<file path="src/rtl/dpll_pkg.sv">
// dpll_pkg
//   Shared definitions for the DPLL trim controller: default widths, the
//   loop-controller state encoding and the Gray-to-binary helper.
package dpll_pkg;

  localparam int DPLL_TRIM_W = 26;
  localparam int DPLL_CNT_W  = 7;

  typedef enum logic [1:0] {
    ST_IDLE  = 2'd0,
    ST_PRIME = 2'd1,
    ST_FILL  = 2'd2,
    ST_TRACK = 2'd3
  } dpll_state_e;

  // Works on a 32-bit container: narrower Gray codes are zero-extended,
  // and leading zeros do not disturb the prefix-XOR of the lower bits.
  function automatic logic [31:0] gray2bin(input logic [31:0] g);
    logic [31:0] b;
    b[31] = g[31];
    for (int i = 30; i >= 0; i--) begin
      b[i] = b[i+1] ^ g[i];
    end
    return b;
  endfunction

endpackage

</file>
<file path="src/rtl/dpll_therm_encoder.sv">
// dpll_therm_encoder
//   Combinational level -> thermometer code, LSB first.
//   level : number of ones to emit (0..TRIM_W)
//   code  : code[i] = 1 for i < level
module dpll_therm_encoder
  import dpll_pkg::*;
#(
  parameter int TRIM_W = DPLL_TRIM_W
) (
  input  logic [4:0]        level,
  output logic [TRIM_W-1:0] code
);

  always_comb begin
    code = '0;
    for (int i = 0; i < TRIM_W; i++) begin
      code[i] = (level > 5'(i));
    end
  end

endmodule

</file>
<file path="src/rtl/dpll_trim_controller.sv">
// dpll_trim_controller
//   Frequency-locking loop in front of the DCO. Measures DCO cycles per
//   reference period from a synchronised Gray edge counter, compares the
//   two-period sum against 2*div and steps a thermometer trim code.
//   osc        : reference clock
//   reset      : synchronous, active-high
//   enable     : loop enable
//   dco        : bypass, trim follows ext_trim
//   div        : target DCO/osc ratio
//   ext_trim   : manual trim code
//   cnt_gray   : Gray DCO edge count, already in the osc domain
//   trim       : registered trim code to the DCO
//   trim_level : current thermometer level
//   locked     : frequency lock indicator
//
// state    | meaning
// ST_IDLE  | loop off (disabled, bypassed or just reset)
// ST_PRIME | capture first counter sample
// ST_FILL  | capture first delta
// ST_TRACK | measure every cycle, adjust/evaluate every second cycle
module dpll_trim_controller
  import dpll_pkg::*;
#(
  parameter int CNT_W    = DPLL_CNT_W,
  parameter int TRIM_W   = DPLL_TRIM_W,
  parameter int HYST     = 1,
  parameter int LOCK_CNT = 8
) (
  input  logic              osc,
  input  logic              reset,
  input  logic              enable,
  input  logic              dco,
  input  logic [4:0]        div,
  input  logic [TRIM_W-1:0] ext_trim,
  input  logic [CNT_W-1:0]  cnt_gray,
  output logic [TRIM_W-1:0] trim,
  output logic [4:0]        trim_level,
  output logic              locked
);

  localparam int SW   = CNT_W + 1;
  localparam int LC_W = $clog2(LOCK_CNT + 1);

  localparam logic [4:0]      LEVEL_MAX = 5'(TRIM_W);
  localparam logic [LC_W-1:0] LOCK_MAX  = LC_W'(LOCK_CNT);
  localparam logic [LC_W-1:0] LOCK_LAST = LC_W'(LOCK_CNT - 1);
  localparam logic [SW-1:0]   HYST_V    = SW'(HYST);

  dpll_state_e       state;
  logic [CNT_W-1:0]  bin_prev;
  logic [CNT_W-1:0]  delta_prev;
  logic [LC_W-1:0]   lock_ctr;
  logic              phase;

  logic [CNT_W-1:0]  bin;
  logic [CNT_W-1:0]  delta;
  logic [SW-1:0]     sum;
  logic [SW-1:0]     target;
  logic [SW-1:0]     band_hi;
  logic [SW-1:0]     band_lo;
  logic [TRIM_W-1:0] therm_code;

  assign bin    = CNT_W'(gray2bin(32'(cnt_gray)));
  // Modular subtraction absorbs counter wrap.
  assign delta  = bin - bin_prev;
  assign sum    = SW'(delta) + SW'(delta_prev);
  assign target = SW'({div, 1'b0});
  assign band_hi = target + HYST_V;
  // Lower bound clamps at zero rather than going negative.
  assign band_lo = (target >= HYST_V) ? (target - HYST_V) : '0;

  dpll_therm_encoder #(
    .TRIM_W (TRIM_W)
  ) u_therm (
    .level (trim_level),
    .code  (therm_code)
  );

  always_ff @(posedge osc) begin
    if (reset) begin
      state      <= ST_IDLE;
      bin_prev   <= '0;
      delta_prev <= '0;
      lock_ctr   <= '0;
      phase      <= 1'b0;
      trim_level <= '0;
      trim       <= '0;
      locked     <= 1'b0;
    end else begin
      trim <= dco ? ext_trim : therm_code;

      if (!enable || dco) begin
        // trim_level is kept so a re-enable resumes from the old code.
        state    <= ST_IDLE;
        lock_ctr <= '0;
        locked   <= 1'b0;
        phase    <= 1'b0;
      end else begin
        case (state)
          ST_IDLE: begin
            state <= ST_PRIME;
          end
          ST_PRIME: begin
            bin_prev <= bin;
            state    <= ST_FILL;
          end
          ST_FILL: begin
            bin_prev   <= bin;
            delta_prev <= delta;
            state      <= ST_TRACK;
          end
          ST_TRACK: begin
            bin_prev   <= bin;
            delta_prev <= delta;
            phase      <= ~phase;
            if (div == 5'd0) begin
              lock_ctr <= '0;
              locked   <= 1'b0;
            end else if (phase) begin
              if (sum > band_hi) begin
                if (trim_level != LEVEL_MAX) trim_level <= trim_level + 5'd1;
                lock_ctr <= '0;
                locked   <= 1'b0;
              end else if (sum < band_lo) begin
                if (trim_level != 5'd0) trim_level <= trim_level - 5'd1;
                lock_ctr <= '0;
                locked   <= 1'b0;
              end else begin
                if (lock_ctr != LOCK_MAX) lock_ctr <= lock_ctr + 1'b1;
                if (lock_ctr >= LOCK_LAST) locked <= 1'b1;
              end
            end
          end
          default: begin
            state <= ST_IDLE;
          end
        endcase
      end
    end
  end

endmodule

</file>
<file path="config.mk">
export PLATFORM = sky130hd
export DESIGN_NAME = dpll_trim_controller
export DESIGN_NICKNAME = d
export VERILOG_FILES = /design/src/rtl/dpll_pkg.sv /design/src/rtl/dpll_therm_encoder.sv /design/src/rtl/dpll_trim_controller.sv
export SDC_FILE = /design/constraint.sdc
export NUM_CORES = 1
export LEC_CHECK = 0
export ABC_AREA = 1
export ABC_CLOCK_PERIOD_IN_PS = 9650
export CORE_MARGIN = 3
export CORE_UTILIZATION = 56
export CTS_CLUSTER_DIAMETER = 100
export CTS_CLUSTER_SIZE = 10
export DETAILED_ROUTE_END_ITERATION = 7
export PLACE_DENSITY = 0.86
export SLEW_MARGIN = 5
export SYNTH_ARGS = -nofsm -noshare
export SYNTH_HDL_FRONTEND = slang
export SYNTH_SLANG_ARGS = --single-unit
</file>
<file path="constraint.sdc">
create_clock -name osc -period 9.65 [get_ports osc]
set_input_delay 1.93 -clock osc [delete_from_list [all_inputs] [get_ports osc]]
set_output_delay 1.93 -clock osc [all_outputs]
set_load 0.02 [all_outputs]
</file>
; ---- After elaboration in Yosys (flattened, before gate mapping)
; Cells that the tools add are included.
[op_classes]
muxes = 17
n_reduce_logical = 19
n_lt_le_gt_ge = 30
addsub = 7
n_eq_ne = 6
bitwise = 9
[ops]
columns = operator, count
row1 = $gt 5x5->1 const B, 10
row2 = $gt 5x4->1 const B, 8
row3 = $mux 26, 1
row4 = $gt 5x3->1 const B, 4
row5 = $mux 4, 5
row6 = $mux 5, 4
row7 = $gt 5x1->1 const B, 2
row8 = $gt 5x2->1 const B, 2
row9 = $add 7x7->8, 1
row10 = $gt 8x7->1, 1
row11 = $lt 8x8->1, 1
row12 = $mux 8, 1
row13 = $reduce_bool 4->1, 2
row14 = $add 6x1->7 const B, 1
row15 = $reduce_and 7->1, 1
row16 = $sub 6x1->7 const B, 1
row17 = $sub 7x7->7, 1
row18 = $ge 6x1->1 const B, 1
row19 = $pmux 2 s3, 1
row20 = $reduce_and 3->1, 2
row21 = $reduce_bool 2->1, 3
row22 = $xor 1x1->1, 6
row23 = $add 5x1->5 const B, 1
row24 = $logic_not 5->1, 1
row25 = other kinds (18), 27
[word_totals]
input_bits = 42
word_cells = 96
output_inout_bits = 32
reg_bits = 53

; ---- Depth between registers and ports, before layout
; Gate-level depths: netlist of the first run.
[logic_depth]
ltp_word = 13
ltp_mapped = 36
depth_no_buf = 36

; ---- Hierarchy
; Synthesis of the first run repeated with hierarchy kept, for this count alone.
[hier_totals]
hier_cells = 522
area_unflattened_um2 = 3570.9
[by_module_without_submodules]
columns = mod, seq_area_each_um2, cells_per_inst, instances, area_each_um2
row1 = dpll_trim_controller, 1061.0, 469, 1, 3311.9
row2 = dpll_therm_encoder, 0.0, 53, 1, 259.0

; ---- Worst setup path after synthesis of the first run
; No wires, ideal clock.
[synth_timing]
path_type = input to register
startpoint = input cnt_gray[6]
endpoint = register lock_ctr[2]
path_slack_ps = 3517
setup_time_ps = 113
required_ps = 9537
arrival_ps = 6020
n_path_buf = 0
cell_stages = 35
cell_sequence = xnor2_1 nand2_1 nand2_2 nand2_2 nand2_2 nand2_2 nand2_2 nand2_2 nand2_2 nand2_2 and2_1 ha_1 fa_1 inv_1 a21oi_1 o21ai_0 xor2_1 inv_1 ha_1 nand2_1 nand2_1 a31oi_1 xnor2_1 ha_1 inv_1 nor2_1 nand4_1 a21oi_2 nand2_4 nor2_4 nand2_1 nand2_1 nand2_1 nor2_1 nor2_1
[synth_via]
elab_chain_cells = 13
word_cells_on_any_way = 16
cone_classes = add/sub (2) / order compare (2) / mux (4) / bitwise (6) / reduce/logical (2)
[synth_rtl]
columns = element, line_no
row1 = "start, declared", dpll_trim_controller.sv:35  ; input logic [CNT_W-1:0] cnt_gray,
row2 = $xor 1x1->1 (*) (4 in a row), dpll_pkg.sv:22  ; b[i] = b[i+1] ^ g[i];
row3 = via bin[2], dpll_trim_controller.sv:55  ; logic [CNT_W-1:0] bin;
row4 = $xor 1x1->1 (2 in a row), dpll_pkg.sv:22
row5 = $sub 7x7->7 (*), dpll_trim_controller.sv:65  ; assign delta = bin - bin_prev;
row6 = via delta[4], dpll_trim_controller.sv:56  ; logic [CNT_W-1:0] delta;
row7 = $add 7x7->8 (*), dpll_trim_controller.sv:66  ; assign sum = SW'(delta) + SW'(delta_prev);
row8 = $lt 8x8->1, dpll_trim_controller.sv:124  ; end else if (sum < band_lo) begin
row9 = $mux 4, dpll_trim_controller.sv:124
row10 = $mux 4, dpll_trim_controller.sv:120  ; if (sum > band_hi) begin
row11 = $mux 4, dpll_trim_controller.sv:119  ; end else if (phase) begin
row12 = $mux 4, dpll_trim_controller.sv:116  ; if (div == 5'd0) begin
row13 = "end signal, assigned", dpll_trim_controller.sv:129  ; if (lock_ctr != LOCK_MAX) lock_ctr <= lock_ctr + 1'b1;
row14 = "end, declared", dpll_trim_controller.sv:52  ; logic [LC_W-1:0] lock_ctr;
; Mark *: on every way through the listed nets, which the timed path passes. The rest lies on a longest branch. The select of a mux whose other input is x is not followed.
; A chain may end at the register's enable or synchronous reset.

; ---- Final worst setup path of the first run
[layout_timing]
startpoint = input cnt_gray[6]
endpoint = register trim_level[0]
[layout_via]
elab_chain_cells = 11
word_cells_on_any_way = 15
cone_classes = add/sub (2) / order compare (2) / eq/ne (1) / mux (1) / bitwise (6) / reduce/logical (3)
[layout_rtl]
columns = element, line_no
row1 = $xor 1x1->1 (*), dpll_pkg.sv:22
row2 = via bin[5], dpll_trim_controller.sv:55
row3 = $xor 1x1->1 (*) (3 in a row), dpll_pkg.sv:22
row4 = via bin[2], dpll_trim_controller.sv:55
row5 = $xor 1x1->1 (2 in a row), dpll_pkg.sv:22
row6 = $sub 7x7->7 (*), dpll_trim_controller.sv:65
row7 = via delta[4], dpll_trim_controller.sv:56
row8 = $add 7x7->8 (*), dpll_trim_controller.sv:66
row9 = $gt 8x7->1 or $lt 8x8->1 (tied branches), "dpll_trim_controller.sv:120, dpll_trim_controller.sv:124"
row10 = $ne 2x1->1 (no source line) or $reduce_bool 2->1 (tied branches), --
row11 = $reduce_and 7->1 (no source line), --
row12 = "end signal, assigned", dpll_trim_controller.sv:121  ; if (trim_level != LEVEL_MAX) trim_level <= trim_level + 5'd1;
row13 = "end signal, assigned", dpll_trim_controller.sv:125  ; if (trim_level != 5'd0) trim_level <= trim_level - 5'd1;
row14 = "end, declared", dpll_trim_controller.sv:37  ; output logic [4:0] trim_level,
; Mark *: on every way through the listed nets, which the timed path passes. The rest lies on a longest branch.

==> results.toml, run 1 <==
[place]
hpwl_mm = 6.94
pre_cts_ws_ns = 2.46
place.gp.congestion = 0.872
dp.cells = 661
placed_area_um2 = 4370
port_buffers = 73

[setup_path]
reg2reg_depth = 23
crit_path_frequent_cell = "nand2_2"
path_buf_inv = 4
cp_max_fo = 10
critPathMaxStageDelay_ns = 0.57
critPathCaptureType = "register"
crit_path_top_delay_cell = "clkdlybuf4s50_1"
worstPathRequired_ns = 9.90
startpoint_type = "input pin"
path_class = "in2reg"
arrival_ns = 7.15
crit_family = "simple AND/OR/NAND/NOR gates"
path_depth = 35

[final_layout]
nets = 675
final_cells = 669
fill_cells = 482
seqCellArea_um2 = 1060
num_antenna_cells = 0
drive_gt1_frac = 0.0488
multiInputGateArea_um2 = 2140
mostFrequentLayoutCells = "nand2_1, inv_1, clkdlybuf4s50_1"
final_common_cell = "nand2_1"
final_cell_area_um2 = 4470
areaGrowthSynthToFinish_pct = 24.5

[hold_path]
holdCritPathClass = "reg2reg"
holdPathStages = 2

[timing]
skew_ns = 0.00698
hold_violations = 0
setup_tns_ns = 0
rsz0062_at_grt = "no"
fin_crit_ns = 6.90
hold-worst-slack_ns = 0.449
fin_ws_ns = 2.75
finalSetupViolCount = 0
slew_headroom = 0.409
fmax_mhz = 145
fin_crit_sh = 0.715
maxSlewViolCount = 0
tightest_slew_ns = 0.884

[grt]
grt_usage = 0.246
grt_overflow = 0
antenna_found_initial = 0
grt_pass1_vias = 3321
grt_pass1_wl_mm = 14.9
grt_max_degree = 26

[logic_synthesis]
yosysWarningCount = 0
synth_nets = 606
avgSynthCellArea_um2 = 6.85
ys_seq_area_frac = 0.296
synth_edf_count = 0
syn_inst = 524
async_flop_share = 0
yosysUniqueCellTypes = 41
synthesis.area_um2 = 3590
synth-main-ff-cell = "dfxtp_1"
ys_ff_latch = 53

[clock_network]
cts_tree = "done"
cts_setup_buffers = 0
ctsResizeCount = 0
cts_sinks = 53
postCtsHoldBufs = 0
numCtsBuffers = 5
worst_skew_pair.late_latency_ns = 0.31
cts_max_path_buffers = 2
h-tree-depth = 2
path_clk_slew_ns = 0.10
clockRootBuffer = "clkbuf_8"

[floorplan]
rows = 28
start_util = 0.592
core_area_um2 = 6060
io_pins = 74
die_area_um2 = 7400
dieWidth_um = 86.1
die-height_um = 86.1

[pwr]
p_per_area_nw_per_um2 = 120
p_leak_nw = 2.18
vdd_drop_max_mv = 0.0817

[job]
drv_cap = 0

[route]
ant_nets = 0
dr.pass1.iters = 6
viasPerCell = 5.37
drc_errors = 0
vias = 3592
wl_per_cell_um = 13.3
wl_mm = 8.89
drt-initial-drc-count = 399

[run_status]
status = "completed"
-- through the flow --
stage          total power [mW]   util
6_report                  0.535  0.737
5_1_grt                   0.573  0.737
4_1_cts                   0.541  0.737
3_5_place_dp              0.407  0.722
3_3_place_gp              0.401  0.722
2_1_floorplan             0.352      -
-- worst paths after layout --
path,start,end,slack [ns]
setup / recovery,cnt_gray[6],trim_level[0],2.75
setup reg to reg,bin_prev[0],trim_level[0],5.62
hold / removal,locked,locked,0.45
hold reg to reg,locked,locked,0.45
-- Yosys cell counts (6+ instances only) --
library cell,n,area [um2]
nor2_1,48,180
o21ai_0,32,160
inv_1,89,334
xnor2_1,8,70.1
nand3b_1,6,45.0
nand4_1,6,37.5
nand2_1,109,409
clkbuf_1,9,33.8
nand3_1,25,125
a21oi_1,47,235
xor2_1,9,78.8
dfxtp_1,53,1060
nand2_2,9,56.3
ha_1,38,475
-- logic make-up after synthesis --
family,share of synthesized area
XOR/XNOR,0.0415
buffers and inverters,0.108
adder cells (fa/ha/maj),0.144
flip-flops,0.296
AO/OA/AOI/OAI,0.149
AND/OR/NAND/NOR,0.262
-- final cells by class --
cell class,count,area share
timing repair buffer,74,0.165
clock inverter,3,0.00588
sequential,53,0.237
inverter,91,0.0764
tap,75,0.0210
multi-input combinational,368,0.479
clock buffer,5,0.0154
-- power by group --
group          internal [mW]  total [mW]  switching (mW)
logic                 0.0753       0.176           0.101
registers              0.224       0.226         0.00189
clock network         0.0529       0.133          0.0799
-- tightest hold or removal path, cell delays in order (launching register included) --
cell     delay, ns
dfxtp_1       0.32
inv_1         0.04
a21oi_1       0.05
-- sequential cells by signal, summed over array words and instances, names as in the netlist --
register	flops
bin_prev	7
delta_prev	7
lock_ctr	4
locked	1
phase	1
state	2
trim	26
trim_level	5
-- layer usage --
metal	vias to the layer above	GRT usage	wire length, um
li1	1821	-	-
met1	1603	0.312	3910
met2	150	0.422	4220
met3	18	0.0480	623
met4	0	0.0676	135
met5	-	0	0
Note: power is estimated with default switching activity, not from simulation.
==> run 2: changes to the inputs <==
--- a/config.mk
+++ b/config.mk
@@ -6,13 +6,13 @@
 export NUM_CORES = 1
 export LEC_CHECK = 0
 export ABC_AREA = 1
-export ABC_CLOCK_PERIOD_IN_PS = 9650
+export ABC_CLOCK_PERIOD_IN_PS = 7100
 export CORE_MARGIN = 3
-export CORE_UTILIZATION = 56
+export CORE_UTILIZATION = 52
 export CTS_CLUSTER_DIAMETER = 100
 export CTS_CLUSTER_SIZE = 10
 export DETAILED_ROUTE_END_ITERATION = 7
-export PLACE_DENSITY = 0.86
+export PLACE_DENSITY = 0.81
 export SLEW_MARGIN = 5
 export SYNTH_ARGS = -nofsm -noshare
 export SYNTH_HDL_FRONTEND = slang
==> constraint.sdc (replaced) <==
create_clock -name osc -period 7.1 [get_ports osc]
set_input_delay 1.42 -clock osc [delete_from_list [all_inputs] [get_ports osc]]
set_output_delay 1.42 -clock osc [all_outputs]
set_load 0.02 [all_outputs]
==> run 2 against run 1 <==
Effect of this change: count of clock-buffer cells in the layout is the same; cell count grew 0.15%; routed wire length shrank 2.8%; die area grew 7.1%; power grew 37%; first-iteration DRC count shrank 7.3%.
==> results.toml, run 2 (synthesized netlist as in run 1, its figures left out) <==
[setup_path]
path_class = "in2reg"
cp_max_fo = 9
critPathMaxStageDelay_ns = 0.57
worstPathRequired_ns = 7.32
r2r_end = "lock_ctr[2]"
critPathCaptureType = "register"
reg2reg_depth = 24
r2r-start = "bin_prev[0]"
crit_path_frequent_cell = "nand2_2"
crit_path_top_delay_cell = "clkdlybuf4s50_1"
path_buf_inv = 4
startpoint_type = "input pin"
r2r_setup_slack_ns = 3.06
crit_family = "simple AND/OR/NAND/NOR gates"
arrival_ns = 6.69

[timing]
fin_crit_ns = 6.47
hold-worst-slack_ns = 0.462
maxSlewViolCount = 0
slew_headroom = 0.414
hold_violations = 0
finalSetupViolCount = 0
fmax_mhz = 155
setup_tns_ns = 0
fin_crit_sh = 0.911
tightest_slew_ns = 0.876
skew_ns = 0.0108
rsz0062_at_grt = "no"

[pwr]
p_leak_nw = 2.18
vdd_drop_max_mv = 0.122
power_frac_clock = 0.251
p_int_mw = 0.479
finalPower_mw = 0.731
switching_power_mw = 0.252
comb_power_share = 0.329
swShare = 0.344
p_per_area_nw_per_um2 = 164
power_frac_seq = 0.420

[route]
vias = 3511
drc_errors = 0
wl_per_cell_um = 12.9
top_layer_used = "met4"
dr.pass1.iters = 5
viasPerCell = 5.24
wl_mm = 8.64
wl_met3_um = 566
drt-initial-drc-count = 370
wl_met2_mm = 4.10
drt-met1-wl_mm = 3.89
ant_nets = 0

[clock_network]
cts_tree = "done"
worst_skew_pair.late_latency_ns = 0.32
numCtsBuffers = 5
cts_setup_buffers = 0
cts_sinks = 53
cts_max_path_buffers = 2
h-tree-depth = 2
clockRootBuffer = "clkbuf_8"
postCtsHoldBufs = 0
path_clk_slew_ns = 0.10
ctsResizeCount = 0

[final_layout]
mostFrequentLayoutCells = "nand2_1, inv_1, clkdlybuf4s50_1"
drive_gt1_frac = 0.0472
nets = 674
top_register = "trim"
largest_reg_flops = 26
num_antenna_cells = 0
reg.largest.list = "trim (26), bin_prev (7), delta_prev (7)"
final_cells = 670
areaGrowthSynthToFinish_pct = 24.4
final_common_cell = "nand2_1"

[run_status]
status = "completed"

[grt]
antenna_found_initial = 0
grt_usage = 0.221
grt_max_degree = 26
grt_overflow = 0
grt_pass1_wl_mm = 14.3
grt_pass1_vias = 3311

[floorplan]
die_area_um2 = 7930
die-height_um = 89.1
dieWidth_um = 89.1
start_util = 0.549
core_area_um2 = 6530
rows = 29
io_pins = 74

[hold_path]
holdCritPathClass = "reg2reg"
holdPathStages = 2
whs_endpoint = "locked"
min-delay-start = "locked"

[place]
port_buffers = 73
hpwl_mm = 6.75
dp.cells = 662
place.gp.congestion = 0.928

[job]
drv_cap = 0
[run 2: how the worst max path moves through the flow]
stage / start / end / slack [ns] / cells past startpoint
2_1_floorplan: cnt_gray[6] / lock_ctr[2] / 1.48 / 35
3_3_place_gp: cnt_gray[6] / lock_ctr[2] / 0.63 / 34
3_5_place_dp: cnt_gray[6] / lock_ctr[2] / 0.32 / 36
4_1_cts: cnt_gray[6] / lock_ctr[2] / 0.64 / 36
5_1_grt: cnt_gray[6] / lock_ctr[2] / 0.07 / 36
6_report: cnt_gray[6] / lock_ctr[2] / 0.63 / 36
[run 2: power groups by stage]
stage / clock [mW] / sequential [mW] / combinational (mW)
global route: 0.195 / 0.308 / 0.273
floorplan: 0 / 0.323 / 0.156
detailed placement: 0 / 0.314 / 0.237
finish: 0.183 / 0.307 / 0.240
CTS: 0.184 / 0.308 / 0.240
global placement: 0 / 0.314 / 0.231
[run 2: metrics by stage]
stage | instance area, um2 | utilization | setup WS [ns]
3_3_place_gp | 4370 | 0.669 | 0.626
4_1_cts | 4460 | 0.683 | 0.640
2_1_floorplan | 3590 | - | 1.48
6_report | 4460 | 0.683 | 0.631
3_5_place_dp | 4370 | 0.669 | 0.318
5_1_grt | 4460 | 0.683 | 0.0653
[run 2: worst min-delay path: cells and delay by family, from the launching register on]
kind	cells	cell delay [ns]
flip-flops	1	0.32
buffers and inverters	1	0.05
AO/OA/AOI/OAI	1	0.05
[run 2: final cells by class]
| cell class | count | area, um2 |
|---|---|---|
| clock buffer | 5 | 68.8 |
| tap | 77 | 96.3 |
| fill | 552 | 2070 |
| inverter | 91 | 342 |
| clock inverter | 3 | 26.3 |
| multi-input combinational | 368 | 2140 |
| sequential | 53 | 1060 |
| timing repair buffer | 73 | 731 |
[run 2: routing by layer]
metal  up-vias  global-route usage
met4         0              0.0528
met3        14              0.0341
met2       120               0.378
li1       1815                   -
met5         -                   0
met1      1562               0.294
